`config.mk`:
```
export PLATFORM = sky130hd
export DESIGN_NAME = ssram_responder
export DESIGN_NICKNAME = d
export VERILOG_FILES = /design/src/rtl/ssram_pkg.sv /design/src/rtl/ssram_edge_sync.sv /design/src/rtl/ssram_responder.sv
export SDC_FILE = /design/constraint.sdc
export NUM_CORES = 1
export LEC_CHECK = 0
export CAP_MARGIN = 0
export CORE_UTILIZATION = 40
export DETAILED_ROUTE_END_ITERATION = 7
export GPL_ROUTABILITY_DRIVEN = 0
export PLACE_DENSITY = 0.68
export REMOVE_ABC_BUFFERS = 1
export SETUP_SLACK_MARGIN = 0.05
export SKIP_LAST_GASP = 1
export SYNTH_ARGS = -nofsm -noshare
export SYNTH_HDL_FRONTEND = slang
export SYNTH_HIERARCHICAL = 1
export SYNTH_SLANG_ARGS = --single-unit
```
`constraint.sdc`:
```
create_clock -name clk -period 3.55 [get_ports clk]
set_input_delay 0.5325 -clock clk [delete_from_list [all_inputs] [get_ports clk]]
set_output_delay 0.5325 -clock clk [all_outputs]
set_load 0.05 [all_outputs]
```
`src/rtl/ssram_pkg.sv`:
```
// Shared opcodes, mode encodings and FSM states for the serial SRAM responder.
package ssram_pkg;

  localparam logic [7:0] CMD_READ  = 8'h03;
  localparam logic [7:0] CMD_WRITE = 8'h02;
  localparam logic [7:0] CMD_RDMR  = 8'h05;
  localparam logic [7:0] CMD_WRMR  = 8'h01;
  localparam logic [7:0] CMD_EQIO  = 8'h38;
  localparam logic [7:0] CMD_RSTIO = 8'hFF;

  localparam logic [1:0] MODE_BYTE = 2'b00;
  localparam logic [1:0] MODE_PAGE = 2'b10;
  localparam logic [1:0] MODE_SEQ  = 2'b01;
  localparam logic [7:0] MODE_RST  = 8'h40;

  typedef enum logic [2:0] {
    ST_IDLE, ST_CMD, ST_ADDR, ST_RDATA, ST_WDATA, ST_RDMR, ST_WRMR, ST_IGNORE
  } state_t;

endpackage

```
`src/rtl/ssram_edge_sync.sv`:
```
// Multi-stage synchronizer with one-clk rise/fall pulses on the synchronized level.
module ssram_edge_sync #(
  parameter int   STAGES  = 2,
  parameter logic RST_VAL = 1'b0
) (
  input  logic clk,
  input  logic reset,
  input  logic d,
  output logic rise,
  output logic fall
);

  logic [STAGES-1:0] sync;
  logic              q_d;

  always_ff @(posedge clk or negedge reset) begin
    if (!reset) begin
      sync <= {STAGES{RST_VAL}};
      q_d  <= RST_VAL;
    end else begin
      sync <= {sync[STAGES-2:0], d};
      q_d  <= sync[STAGES-1];
    end
  end

  assign rise = sync[STAGES-1] & ~q_d;
  assign fall = ~sync[STAGES-1] & q_d;

endmodule

```
`src/rtl/ssram_responder.sv`:
```
// 23LC512-style serial SRAM slave backed by a synchronous RAM port.
// Define SSRAM_SQI_EN to add quad (SQI) mode via EQIO/RSTIO.
module ssram_responder
  import ssram_pkg::*;
#(
  parameter int ADDR_W      = 16,
  parameter int PAGE_BYTES  = 32,
  parameter int SYNC_STAGES = 2
) (
  input  logic              clk,
  input  logic              reset,
  input  logic              sck_in,
  input  logic              csb_in,
  input  logic [3:0]        sio_in,
  output logic [3:0]        sio_out,
  output logic [3:0]        sio_oe,
  output logic [ADDR_W-1:0] mem_addr,
  output logic [7:0]        mem_wdata,
  output logic              mem_we,
  output logic              mem_re,
  input  logic [7:0]        mem_rdata,
  output logic [7:0]        mode_reg,
  output logic              busy
);

  localparam logic [ADDR_W-1:0] PMASK = ADDR_W'(PAGE_BYTES - 1);

  logic sck_rise, sck_fall, csb_rise, csb_fall;

  ssram_edge_sync #(.STAGES(SYNC_STAGES), .RST_VAL(1'b0)) u_sck (
    .clk(clk), .reset(reset), .d(sck_in), .rise(sck_rise), .fall(sck_fall));
  ssram_edge_sync #(.STAGES(SYNC_STAGES), .RST_VAL(1'b1)) u_csb (
    .clk(clk), .reset(reset), .d(csb_in), .rise(csb_rise), .fall(csb_fall));

  // Data pads use the same depth as sck so SI is aligned with the sck rise pulse.
  logic [SYNC_STAGES-1:0][3:0] sio_sync;
  logic [3:0]                  sio_s;
  always_ff @(posedge clk or negedge reset) begin
    if (!reset) sio_sync <= '0;
    else        sio_sync <= {sio_sync[SYNC_STAGES-2:0], sio_in};
  end
  assign sio_s = sio_sync[SYNC_STAGES-1];

  state_t            state, state_nx;
  logic [4:0]        bit_cnt, cnt_nx, cnt_inc, step;
  logic [7:0]        shreg, sh_nx, bits_in;
  logic [ADDR_W-1:0] addr_q, addr_nx;
  logic              is_rd, rd_nx;
  logic [7:0]        out_sr, osr_nx;
  logic [1:0]        dcnt, dcnt_nx;
  logic              ld_q;
  logic [3:0]        so_q, so_nx, oe_q, oe_nx;
  logic [7:0]        mode_q, mode_nx;
  logic [ADDR_W-1:0] maddr_q, maddr_nx;
  logic [7:0]        wdata_q, wdata_nx;
  logic              we_q, we_nx, re_q, re_nx;
  logic              quad;

`ifdef SSRAM_SQI_EN
  logic quad_q, quad_nx;
  always_ff @(posedge clk or negedge reset) begin
    if (!reset) quad_q <= 1'b0;
    else        quad_q <= quad_nx;
  end
  assign quad = quad_q;
`else
  assign quad = 1'b0;
`endif

  function automatic logic [ADDR_W-1:0] addr_adv(input logic [ADDR_W-1:0] a,
                                                 input logic [1:0] m);
    logic [ADDR_W-1:0] inc;
    inc = a + 1'b1;
    case (m)
      MODE_BYTE: return a;
      MODE_PAGE: return (a & ~PMASK) | (inc & PMASK);
      default:   return inc;  // sequential and reserved
    endcase
  endfunction

  always_comb begin
    state_nx = state;
    cnt_nx   = bit_cnt;
    sh_nx    = shreg;
    addr_nx  = addr_q;
    rd_nx    = is_rd;
    osr_nx   = out_sr;
    dcnt_nx  = dcnt;
    so_nx    = so_q;
    oe_nx    = oe_q;
    mode_nx  = mode_q;
    maddr_nx = maddr_q;
    wdata_nx = wdata_q;
    we_nx    = 1'b0;
    re_nx    = 1'b0;
`ifdef SSRAM_SQI_EN
    quad_nx  = quad_q;
`endif
    step    = quad ? 5'd4 : 5'd1;
    cnt_inc = bit_cnt + step;
    bits_in = quad ? {shreg[3:0], sio_s} : {shreg[6:0], sio_s[0]};

    case (state)
      ST_IDLE: if (csb_fall) begin
        state_nx = ST_CMD;
        cnt_nx   = '0;
      end
      ST_CMD: if (sck_rise) begin
        sh_nx  = bits_in;
        cnt_nx = cnt_inc;
        if (cnt_inc == 5'd8) begin
          cnt_nx = '0;
          case (bits_in)
            CMD_READ:  begin state_nx = ST_ADDR; rd_nx = 1'b1; end
            CMD_WRITE: begin state_nx = ST_ADDR; rd_nx = 1'b0; end
            CMD_RDMR:  begin state_nx = ST_RDMR; osr_nx = mode_q; end
            CMD_WRMR:  state_nx = ST_WRMR;
`ifdef SSRAM_SQI_EN
            CMD_EQIO:  begin state_nx = ST_IGNORE; quad_nx = 1'b1; end
            CMD_RSTIO: begin state_nx = ST_IGNORE; quad_nx = 1'b0; end
`endif
            default:   state_nx = ST_IGNORE;
          endcase
        end
      end
      ST_ADDR: if (sck_rise) begin
        addr_nx = quad ? {addr_q[ADDR_W-5:0], sio_s} : {addr_q[ADDR_W-2:0], sio_s[0]};
        cnt_nx  = cnt_inc;
        if (cnt_inc == 5'd16) begin
          cnt_nx = '0;
          if (is_rd) begin
            state_nx = ST_RDATA;
            re_nx    = 1'b1;
            maddr_nx = addr_nx;
            dcnt_nx  = quad ? 2'd2 : 2'd0;  // quad reads skip one dummy byte
          end else begin
            state_nx = ST_WDATA;
          end
        end
      end
      ST_RDATA, ST_RDMR: begin
        if (ld_q && state == ST_RDATA) osr_nx = mem_rdata;
        if (sck_fall) begin
          if (dcnt != 2'd0) begin
            dcnt_nx = dcnt - 2'd1;
          end else begin
            if (quad) begin
              so_nx  = out_sr[7:4];
              oe_nx  = 4'hF;
              osr_nx = {out_sr[3:0], 4'h0};
            end else begin
              so_nx  = {2'b00, out_sr[7], 1'b0};
              oe_nx  = 4'b0010;
              osr_nx = {out_sr[6:0], 1'b0};
            end
            cnt_nx = cnt_inc;
            // Last bit of the byte is on the pad: fetch the next byte during the bit time.
            if (cnt_inc == 5'd8) begin
              cnt_nx = '0;
              if (state == ST_RDMR) begin
                osr_nx = mode_q;
              end else begin
                addr_nx  = addr_adv(addr_q, mode_q[7:6]);
                maddr_nx = addr_nx;
                re_nx    = 1'b1;
              end
            end
          end
        end
      end
      ST_WDATA: if (sck_rise) begin
        sh_nx  = bits_in;
        cnt_nx = cnt_inc;
        if (cnt_inc == 5'd8) begin
          cnt_nx   = '0;
          we_nx    = 1'b1;
          maddr_nx = addr_q;
          wdata_nx = bits_in;
          addr_nx  = addr_adv(addr_q, mode_q[7:6]);
        end
      end
      ST_WRMR: if (sck_rise && bit_cnt < 5'd8) begin
        sh_nx  = bits_in;
        cnt_nx = cnt_inc;
        if (cnt_inc == 5'd8) mode_nx = {bits_in[7:6], 6'b0};
      end
      default: ;
    endcase

    // Abort after the coincident sck edge has been handled above.
    if (csb_rise) begin
      state_nx = ST_IDLE;
      so_nx    = '0;
      oe_nx    = '0;
    end
  end

  always_ff @(posedge clk or negedge reset) begin
    if (!reset) begin
      state   <= ST_IDLE;
      bit_cnt <= '0;
      shreg   <= '0;
      addr_q  <= '0;
      is_rd   <= 1'b0;
      out_sr  <= '0;
      dcnt    <= '0;
      ld_q    <= 1'b0;
      so_q    <= '0;
      oe_q    <= '0;
      mode_q  <= MODE_RST;
      maddr_q <= '0;
      wdata_q <= '0;
      we_q    <= 1'b0;
      re_q    <= 1'b0;
    end else begin
      state   <= state_nx;
      bit_cnt <= cnt_nx;
      shreg   <= sh_nx;
      addr_q  <= addr_nx;
      is_rd   <= rd_nx;
      out_sr  <= osr_nx;
      dcnt    <= dcnt_nx;
      ld_q    <= re_q;
      so_q    <= so_nx;
      oe_q    <= oe_nx;
      mode_q  <= mode_nx;
      maddr_q <= maddr_nx;
      wdata_q <= wdata_nx;
      we_q    <= we_nx;
      re_q    <= re_nx;
    end
  end

`ifdef SSRAM_SQI_EN
  assign sio_out = so_q;
  assign sio_oe  = oe_q;
`else
  assign sio_out = so_q & 4'b0010;
  assign sio_oe  = oe_q & 4'b0010;
`endif

  assign mem_addr  = maddr_q;
  assign mem_wdata = wdata_q;
  assign mem_we    = we_q;
  assign mem_re    = re_q;
  assign mode_reg  = mode_q;
  assign busy      = (state != ST_IDLE) && (state != ST_IGNORE);

endmodule

```
Yosys cells after proc, flatten, opt, wreduce, memory -nomap -nowiden:

Index checks and enable logic that the tools add are counted.

* register bits: 83
* input bits: 16
* output and inout port bits: 43
* logic and storage cells: 171

* add/sub/neg operators: 3
* $lt $le $gt $ge: 1
* equality and inequality tests: 36
* multiplexer cells: 71
* bitwise logic cells: 9
* reductions and logical operators: 30

Operator list (number)
* $mux W16: 12
* $pmux W16 S3: 2
* $mux W8: 8
* $mux W5: 8
* $ne A2 B2 Y1 const B: 16
* $pmux W16 S2: 1
* $mux W2: 13
* $pmux W5 S5: 1
* $mux W3: 7
* $ne A3 B3 Y1 const B: 6
* $pmux W3 S3: 2
* $add A16 B1 Y16 const B: 1
* $eq A8 B2 Y1 const B: 2
* $or A16 B5 Y16: 1
* $pmux W8 S2: 1
* $mux W7: 2
* $pmux W7 S2: 1
* $reduce_bool A2 Y1: 7
* $reduce_and A3 Y1: 4
* $reduce_and A6 Y1: 2
* $mux W1: 10
* $reduce_and A10 Y1: 1
* $eq A3 B3 Y1 const B: 3
* $eq A8 B1 Y1 const B: 1
* 24 further kinds: 38

Depth between registers and ports, before layout:

Gate-level depths: netlist (run 1).

* depth in word-level cells: 8
* gate-level depth with buffers: 9
* mapped depth without buffers: 8

Hierarchy:

The synthesis (run 1) kept the hierarchy.

Modules (own cells, without submodules)
* ssram_responder: instances 1, cells each 536, area each 4662.0 um^2, sequential area each 1878.1 um^2
* ssram_edge_sync (u_csb): instances 1, cells each 5, area each 93.8 um^2, sequential area each 78.8 um^2
* ssram_edge_sync (u_sck): instances 1, cells each 5, area each 90.1 um^2, sequential area each 75.1 um^2

Worst setup path after synthesis (run 1):

OpenSTA, ideal clock, no wires.

* path kind: register -> register
* from: register mode_q[6] (netlist: mode_reg[6])
* to: register maddr_q[15] (netlist: mem_addr[15])
* arrival: 2214 ps
* setup slack: 1216 ps
* stages on the path, launching flop included: 8
* buffers on the path: 2
* period minus slack after synthesis: 2334 ps
* cells stage by stage: dfstp_2 > nand4_2 > or2_0 > buf_2 > or3_1 > buf_2 > or3_1 > a41o_1

* cells in the longest elaborated chain, start to end: 7

Ends and longest elaborated chain
* from (decl): RTL line ssram_responder.sv:53 `logic [7:0] mode_q, mode_nx;`
* from (signal assigned): RTL line ssram_responder.sv:226 `mode_q <= mode_nx;`
* $eq A2 B2 Y1 / $logic_not A2 Y1 (equally long branches): RTL line ssram_responder.sv:74 `case (m)`
* $pmux W16 S2 *: RTL line ssram_responder.sv:74
* $mux W16 *: RTL line ssram_responder.sv:160 `if (state == ST_RDMR) begin`
* $mux W16 *: RTL line ssram_responder.sv:158 `if (cnt_inc == 5'd8) begin`
* $mux W16 *: RTL line ssram_responder.sv:144 `if (dcnt != 2'd0) begin`
* $mux W16 *: RTL line ssram_responder.sv:143 `if (sck_fall) begin`
* $pmux W16 S3 *: RTL line ssram_responder.sv:103 `case (state)`
* to (signal assigned): RTL line ssram_responder.sv:227 `maddr_q <= maddr_nx;`
* to (decl): RTL line ssram_responder.sv:54 `logic [ADDR_W-1:0] maddr_q, maddr_nx;`

Every way passes the cells marked *; elsewhere a longest branch is shown, timed or not. The select of a mux whose other input is x is not followed.
A chain may end at the register's enable or synchronous reset.

Worst setup path after layout (run 1):

* from: register state[1]
* to: output port busy

* cells in the longest elaborated chain, start to end: 2

Ends and longest elaborated chain
* from (decl): RTL line ssram_responder.sv:44 `state_t state, state_nx;`
* from (signal assigned): RTL line ssram_responder.sv:216 `state <= state_nx;`
* $ne A3 B3 Y1 / $reduce_bool A3 Y1 (equally long branches): RTL line ssram_responder.sv:247 `assign busy = (state != ST_IDLE) && (state != ST_IGNORE);`
* $logic_and A1 B1 Y1 *: RTL line ssram_responder.sv:247
* to (decl): RTL line ssram_responder.sv:23 `output logic busy`

Every way passes the cells marked *; elsewhere a longest branch is shown, timed or not.

==> results.yml, run 1 <==
power:
  leakagePower_nw: 2.215
  swShare: 0.3952
  ir_worst_vdd_mv: 0.3149
  pwr-share-comb: 0.358
  finalPower_mw: 3.760
  p_clk_frac: 0.275
  p_seq_frac: 0.367
  p_per_area_nw_per_um2: 667.3
  p_int_mw: 2.274
  p_switching_mw: 1.486
die:
  die_y_um: 112.1
  die_x_um: 112.1
  ioPinCount: 59
  core_area_um2: 11610
  fp-row-count: 39
  die-area_um2: 12560
  start_util: 0.4173
finish:
  mostFrequentLayoutCells: "dfrtp_1, nand2_1, a21oi_1"
  drive_gt1_frac: 0.1063
  syn2layout_area_growth_pct: 16.27
  post-route-cell-area_um2: 5634
  num_antenna_cells: 0
  mostFrequentLayoutCell: "dfrtp_1"
  stdcell_count: 717
  nNetsFinal: 588
global_routing:
  grt_max_degree: 82
  grt_pass1_wl_um: 20080
  gr-total-overflow: 0
  grt_use_met3: 0.03078
  grtUsageMet2: 0.3014
  grt_pass1_vias: 4018
  busiest_layer: "met2"
  grt_util_met1: 0.2852
  grtUsageTotal: 0.1988
  antenna_found_initial: 0
drt:
  vias: 4265
  post_drt_wl_per_cell_um: 16.70
  finalWirelength_um: 11980
  antenna_left: 0
  dr.pass1.iters: 7
  drt_iter0_drc: 378
  via_per_inst: 5.948
  drcViolationCount: 6
synthesis:
  synth_top_family_by_area: "compound AO/OA/AOI/OAI gates"
  synth_top_area_cell: "dfrtp_1"
  synth-seq-cells: 81
  synth_top_area_frac: 0.3976
  synthFlopType: "dfrtp_1"
  muxShareOfSynthArea: 0.07281
  yosysWarningCount: 6
  synth_cells: 546
  synth_edf_count: 0
  synth.avg_cell_area_um2: 8.875
  async_reset_ff_frac: 1.000
  synthSimpleGateAreaFrac: 0.1893
  synth_adder_area_share: 0.007746
  synth_xor_area_frac: 0.005422
  synth_area_um2: 4846
  yosys-top-cells-area: "dfrtp_1, a21oi_1, nand2_1"
  yosysUniqueCellTypes: 77
  ys_seq_area_frac: 0.4193
  synth_compound_area_frac: 0.2357
timing:
  clock.fmax_mhz: 330.2
  slew_viol_final: 0
  tns_ns: 0
  hold_slack_ns: 0.3477
  worst_slew_pin_slew_ns: 1.031
  relSlewSlack: 0.3125
  post-route-min-period_ns: 3.028
  post-route-period-util: 0.8530
  fin_skew_ns: 0.008291
  finalSetupViolCount: 0
  rsz0062_at_grt: "no"
  hold_viol: 0
cts:
  numCtsBuffers: 9
  clockRootBuffer: "clkbuf_16"
  numClockSinks: 81
  cts_tree: "built"
  cts_resized: 0
  clockBufferDepth: 2
  htree_levels: 3
  clkTransAtPathRegs_ns: 0.07
  postCtsSetupRepairBufs: 0
  clock_latency_ns: 0.34
  ctsHoldBuffers: 0
run:
  maxCapViolCount: 0
critical_path:
  reg2regPathDepth: 5
  path_class: "flip-flop to output port"
  crit_path_end_kind: "output port"
  cp.required_ns: 3.02
  cp-start-kind: "flip-flop"
  crit_arrival_ns: 2.50
  crit_fanout: 23
placement:
  dp_cells: 701
  placed_area_um2: 5303
  dp_hpwl_um: 7897
  io_buffers: 43
min_path:
  holdCritPathClass: "flip-flop to flip-flop"
  whs_path_depth: 0
status:
  failed_checks: "DRC"
  outcome: "finished, violations left"
==> power groups by stage <==
stage | Clock, mW | Combinational (mW) | Sequential, mW
floorplan | 0 | 0.673 | 1.60
global placement | 0 | 1.30 | 1.38
detailed placement | 0 | 1.33 | 1.39
CTS | 1.06 | 1.34 | 1.38
global route | 1.08 | 1.44 | 1.42
finish | 1.03 | 1.35 | 1.38
==> final cells by class <==
| cell class | count | area (um^2) |
|---|---|---|
| fill | 1063 | 5979 |
| multi-input combinational | 408 | 2521 |
| sequential | 81 | 2032 |
| timing repair buffer | 55 | 518.0 |
| clock buffer | 9 | 225.2 |
| tap | 143 | 178.9 |
| clock inverter | 7 | 106.4 |
| inverter | 14 | 52.55 |
==> cells in the mapped netlist, drive strengths merged, types with 3 or more instances <==
cell type  count
a211oi         4
a21oi         49
a22oi         13
a311oi         5
a31oi          8
a32o           3
a32oi          3
a41oi          3
and2           8
and2b          3
buf           30
clkbuf        24
dfrtp         77
dfstp          4
ha             3
inv           13
mux2          26
mux2i          6
nand2         60
nand2b         3
nand3         15
nand3b         4
nand4          4
nor2          39
nor2b         10
nor3          16
nor4           4
o211ai         4
o21a           3
o21ai         40
o22ai          4
o2bb2ai        8
or2            6
or3            4
or4            3
==> cell families (layout without fill, tap and decap cells) <==
group	count (synthesis)	after routing
simple gates	184	184
compound gates	174	174
flops	81	81
buf+inv	68	85
mux	32	32
fa+ha+maj	3	3
xor+xnor	3	3
other cells	1	12
==> worst paths after layout <==
| kind | from | to | slack [ns] |
|---|---|---|---|
| min in group asynchronous | reset | mem_addr[6] | 0.36 |
| max | state[1] | busy | 0.52 |
| max in group asynchronous | reset | out_sr[4] | 2.51 |
| max reg2reg | state[1] | addr_q[11] | 0.67 |
| min | sio_sync[0] | sio_s[0] | 0.35 |
| min reg2reg | sio_sync[0] | sio_s[0] | 0.35 |
==> critical path: stages, from the launching register on <==
cell             delay [ns]
dfrtp_1                0.65
or2_2                  0.46
mux2_2                 0.32
clkdlybuf4s50_1        0.71
==> metrics by stage <==
stage / utilization / setup WS [ns]
finish: 0.4851 / 0.5218
CTS: 0.4851 / 0.5399
global placement: 0.4566 / 0.8585
floorplan: - / 0.8649
detailed placement: 0.4566 / 0.8108
global route: 0.4851 / 0.4330
==> layer usage <==
layer / routed length, um / up-vias
met5: 0 / -
met4: 229 / 0
met3: 891 / 26
met2: 5218 / 212
met1: 5637 / 2008
li1: - / 2019
Note: power is estimated with default switching activity, not from simulation.
==> run 2, diff against run 1 <==
--- a/config.mk
+++ b/config.mk
@@ -7,9 +7,11 @@
 export LEC_CHECK = 0
 export CAP_MARGIN = 0
 export CORE_UTILIZATION = 40
+export CTS_CLUSTER_SIZE = 24
 export DETAILED_ROUTE_END_ITERATION = 7
 export GPL_ROUTABILITY_DRIVEN = 0
 export PLACE_DENSITY = 0.68
+export RECOVER_POWER = 50
 export REMOVE_ABC_BUFFERS = 1
 export SETUP_SLACK_MARGIN = 0.05
 export SKIP_LAST_GASP = 1
==> run 2 against run 1 <==
The flow finishes with violations (DRC, capacitance limit, slew limit). Hold slack is essentially flat. Routed wire length grew 0.48%. Combinational power is essentially flat. First-iteration DRC count is the same. Sequential power is essentially flat. Fmax grew 0.25%. Via count grew 0.19%. Utilization is essentially flat. Non-clock buffer count is the same. Final cell count is the same. Critical path depth is the same. Global-route usage is the same. Critical path type unchanged. Largest power group unchanged.
==> results.yml, run 2 (same netlist as run 1, synthesis figures left out) <==
critical_path:
  crit_path_end_kind: "output port"
  timing.rr.start: "state[1]"
  cp-start-kind: "flip-flop"
  crit_arrival_ns: 2.49
  reg2reg_slack_ns: 0.68
  r2r_end: "addr_q[11]"
  path_class: "flip-flop to output port"
  reg2regPathDepth: 5
  cp.required_ns: 3.02
  crit_fanout: 23
finish:
  syn2layout_area_growth_pct: 16.21
  fill_cells: 1062
  drive_gt1_frac: 0.1045
  mostFrequentLayoutCells: "dfrtp_1, nand2_1, a21oi_1"
  mostFrequentLayoutCell: "dfrtp_1"
  nNetsFinal: 588
  multi_input_area_um2: 2521
  post-route-cell-area_um2: 5632
  regArea_um2: 2032
  final_util: 0.4849
  num_antenna_cells: 0
die:
  ioPinCount: 59
  start_util: 0.4173
  die_y_um: 112.1
  die_x_um: 112.1
  die-area_um2: 12560
  core_area_um2: 11610
  fp-row-count: 39
timing:
  rsz0062_at_grt: "no"
  clock.fmax_mhz: 331.1
  post-route-period-util: 0.8509
  relSlewSlack: -0.3503
  hold_viol: 0
  fin_skew_ns: 0.008196
  finalSetupViolCount: 0
  slew_viol_final: 82
  post-route-min-period_ns: 3.021
  tns_ns: 0
  worst_slew_pin_slew_ns: 2.025
cts:
  clock_latency_ns: 0.34
  ctsHoldBuffers: 0
  clockRootBuffer: "clkbuf_16"
  cts_tree: "built"
  cts_resized: 0
  postCtsSetupRepairBufs: 0
  htree_levels: 3
  numCtsBuffers: 9
  clkTransAtPathRegs_ns: 0.07
  clockBufferDepth: 2
  numClockSinks: 81
global_routing:
  grt_max_degree: 82
  grt_pass1_vias: 4018
  grtUsageTotal: 0.1988
  gr-total-overflow: 0
  antenna_found_initial: 0
  grt_pass1_wl_um: 20080
power:
  leakagePower_nw: 2.227
  p_per_area_nw_per_um2: 666.5
  ir_worst_vdd_mv: 0.3138
drt:
  antenna_left: 0
  dr.pass1.iters: 8
  finalWirelength_um: 12030
  via_per_inst: 5.960
  post_drt_wl_per_cell_um: 16.78
  drt_iter0_drc: 378
  vias: 4273
  drcViolationCount: 6
min_path:
  whs_path_depth: 0
  hold_end: "sio_s[0]"
  holdCritPathClass: "flip-flop to flip-flop"
  min_from: "sio_sync[0]"
placement:
  placed_area_um2: 5303
  dp_hpwl_um: 7897
  io_buffers: 43
run:
  maxCapViolCount: 1
status:
  failed_checks: "DRC, capacitance limit, slew limit"
  outcome: "finished, violations left"
## run 2: cell types whose count changed in the layout (fill, tap and decap cells not counted)
cell | previous run | this run
buf_4 | 13 | 12
clkbuf_2 | 0 | 1
clkdlybuf4s50_1 | 42 | 34
dfstp_1 | 0 | 1
dfstp_2 | 4 | 3
dlygate4sd3_1 | 0 | 8
## run 2: how the worst max path moves through the flow
stage	slack, ns	end	cells past startpoint	startpoint
after global routing	0.43	addr_q[11]	5	state[1]
after global placement	0.86	addr_q[7]	5	state[1]
after detailed placement	0.81	addr_q[7]	5	state[1]
final	0.53	busy	3	state[1]
after CTS	0.54	busy	3	state[1]
after floorplan	0.86	dcnt[1]	6	state[1]
## run 2: final cells by class
class                      instances  area share
timing repair buffer              55     0.09154
multi-input combinational        408      0.4477
tap                              143     0.03177
clock inverter                     7     0.01888
sequential                        81      0.3608
inverter                          14    0.009331
clock buffer                       9     0.03999
## run 2: power by group
part | switching [mW] | internal [mW]
logic | 0.839 | 0.502
clock network | 0.404 | 0.630
registers | 0.244 | 1.13
total | 1.49 | 2.27
## run 2: stage by stage
| step | setup WS, ns | hold slack [ns] | total power, mW | std cells |
|---|---|---|---|---|
| 2_1_floorplan | 0.8649 | 0.2369 | 2.268 | 503 |
| 4_1_cts | 0.5399 | 0.3496 | 3.776 | 717 |
| 3_5_place_dp | 0.8108 | 0.3347 | 2.725 | 701 |
| 5_1_grt | 0.4331 | 0.3660 | 3.937 | 717 |
| 6_report | 0.5294 | 0.3477 | 3.754 | 717 |
| 3_3_place_gp | 0.8585 | 0.3345 | 2.686 | 701 |
## run 2: critical path, stage by stage, from the launching register on
cell             delay, ns
dfrtp_1               0.65
or2_2                 0.46
mux2_2                0.32
clkdlybuf4s50_1       0.71
## run 2: layer usage
layer	up-vias	GRT usage	wire (um)
met3	30	0.03078	846
met2	211	0.3014	5222
li1	2016	-	-
met1	2016	0.2852	5714
met5	-	0	0
met4	0	0.08000	250
==> run 3, diff against run 2 <==
--- a/config.mk
+++ b/config.mk
@@ -5,16 +5,17 @@
 export SDC_FILE = /design/constraint.sdc
 export NUM_CORES = 1
 export LEC_CHECK = 0
-export CAP_MARGIN = 0
+export CAP_MARGIN = 10
 export CORE_UTILIZATION = 40
 export CTS_CLUSTER_SIZE = 24
 export DETAILED_ROUTE_END_ITERATION = 7
 export GPL_ROUTABILITY_DRIVEN = 0
 export PLACE_DENSITY = 0.68
-export RECOVER_POWER = 50
+export RECOVER_POWER = 25
 export REMOVE_ABC_BUFFERS = 1
 export SETUP_SLACK_MARGIN = 0.05
 export SKIP_LAST_GASP = 1
+export SLEW_MARGIN = 20
 export SYNTH_ARGS = -nofsm -noshare
 export SYNTH_HDL_FRONTEND = slang
 export SYNTH_HIERARCHICAL = 1
==> run 3 against run 2 <==
The run still ends with DRC, capacitance limit, slew limit left. Clock-buffer cell count is the same. Via count shrank 0.51%. Final cell count is the same. Critical path type unchanged. Critical endpoint unchanged. Largest power group unchanged.
==> results.yml, run 3 (same netlist as run 1, synthesis figures left out) <==
drt:
  antenna_left: 0
  dr.pass1.iters: 7
  via_per_inst: 5.929
  post_drt_wl_per_cell_um: 16.72
  finalWirelength_um: 11990
  drt_iter0_drc: 378
  vias: 4251
  drcViolationCount: 6
timing:
  finalSetupViolCount: 0
  fin_skew_ns: 0.008273
  clock.fmax_mhz: 330.7
  slew_viol_final: 82
  rsz0062_at_grt: "no"
  worst_slew_pin_slew_ns: 2.025
  post-route-period-util: 0.8517
  tns_ns: 0
  relSlewSlack: -0.3498
  post-route-min-period_ns: 3.024
  hold_viol: 0
finish:
  drive_gt1_frac: 0.1045
  mostFrequentLayoutCells: "dfrtp_1, nand2_1, a21oi_1"
  fill_cells: 1062
  syn2layout_area_growth_pct: 16.21
  final_util: 0.4849
  num_antenna_cells: 0
  mostFrequentLayoutCell: "dfrtp_1"
  nNetsFinal: 588
placement:
  dp_hpwl_um: 7897
  io_buffers: 43
critical_path:
  crit_buf_inv: 1
  cp.required_ns: 3.02
  path_cells: "or2_2 -> mux2_2 -> clkdlybuf4s50_1"
  crit_path_end_kind: "output port"
  critical_path.max_stage_delay_ns: 0.71
  crit_arrival_ns: 2.49
  cp_slowest_cell: "clkdlybuf4s50_1"
  crit_fanout: 23
  cp-start-kind: "flip-flop"
  crit_family: "buffers and inverters"
  path_class: "flip-flop to output port"
status:
  outcome: "finished, violations left"
  failed_checks: "DRC, capacitance limit, slew limit"
cts:
  clockRootBuffer: "clkbuf_16"
  ctsHoldBuffers: 0
  clock_latency_ns: 0.34
  htree_levels: 3
  cts_resized: 0
  clockBufferDepth: 2
  clkTransAtPathRegs_ns: 0.07
  postCtsSetupRepairBufs: 0
  cts_tree: "built"
  numCtsBuffers: 9
  numClockSinks: 81
global_routing:
  grt_pass1_vias: 4018
  grt_max_degree: 82
  grtUsageTotal: 0.1988
  antenna_found_initial: 0
  gr-total-overflow: 0
  grt_pass1_wl_um: 20080
die:
  ioPinCount: 59
  start_util: 0.4173
  fp-row-count: 39
  core_area_um2: 11610
  die_y_um: 112.1
  die-area_um2: 12560
  die_x_um: 112.1
power:
  leakagePower_nw: 2.215
  p_per_area_nw_per_um2: 667.4
  ir_worst_vdd_mv: 0.3140
min_path:
  holdCritPathClass: "flip-flop to flip-flop"
run:
  maxCapViolCount: 1
run 3: changes by cell type in the layout (fill, tap and decap cells not counted):
cell and change:
dlygate4sd3_1 -5, clkdlybuf4s50_1 +5
run 3: stage by stage:
step           std cells  total power, mW  hold WS [ns]  area, um^2  setup WS [ns]
2_1_floorplan        503            2.268        0.2369        4606         0.8649
3_3_place_gp         701            2.686        0.3345        5303         0.8585
3_5_place_dp         701            2.725        0.3347        5303         0.8108
4_1_cts              717            3.776        0.3496        5634         0.5399
5_1_grt              717            3.945        0.3660        5632         0.4331
6_report             717            3.759        0.3477        5632         0.5263
run 3: metal layers:
layer,vias up,part of all wire,global-route usage
met4,0,0.018,0.08000
li1,2018,-,-
met2,207,0.44,0.3014
met5,-,0,0
met3,23,0.072,0.03078
met1,2003,0.47,0.2852
run 3: final cells by class:
type	instances	area, um^2	share of cell area
clock buffers	9	225.2	0.03999
clock inverters	7	106.4	0.01888
inverters	14	52.55	0.009331
multi-input cells	408	2521	0.4477
flip-flops and latches	81	2032	0.3608
well taps	143	178.9	0.03177
repair buffers	55	515.5	0.09154
run 3: report_power, final:
group / switching (mW) / internal (mW) / total (mW)
sequential: 0.246 / 1.13 / 1.38
combinational: 0.836 / 0.509 / 1.35
clock: 0.404 / 0.630 / 1.03
total: 1.49 / 2.27 / 3.76
run 3: final timing paths:
path | start | to | slack (ns) | depth (start not counted)
worst max-delay path | state[1] | busy | 0.53 | 3
worst min-delay path | sio_sync[0] | sio_s[0] | 0.35 | 0
worst max register to register | state[1] | addr_q[11] | 0.68 | 5
worst min register to register | sio_sync[0] | sio_s[0] | 0.35 | 0
max in group asynchronous | reset | out_sr[4] | 1.59 | 1
min in group asynchronous | reset | mem_addr[6] | 0.75 | 1
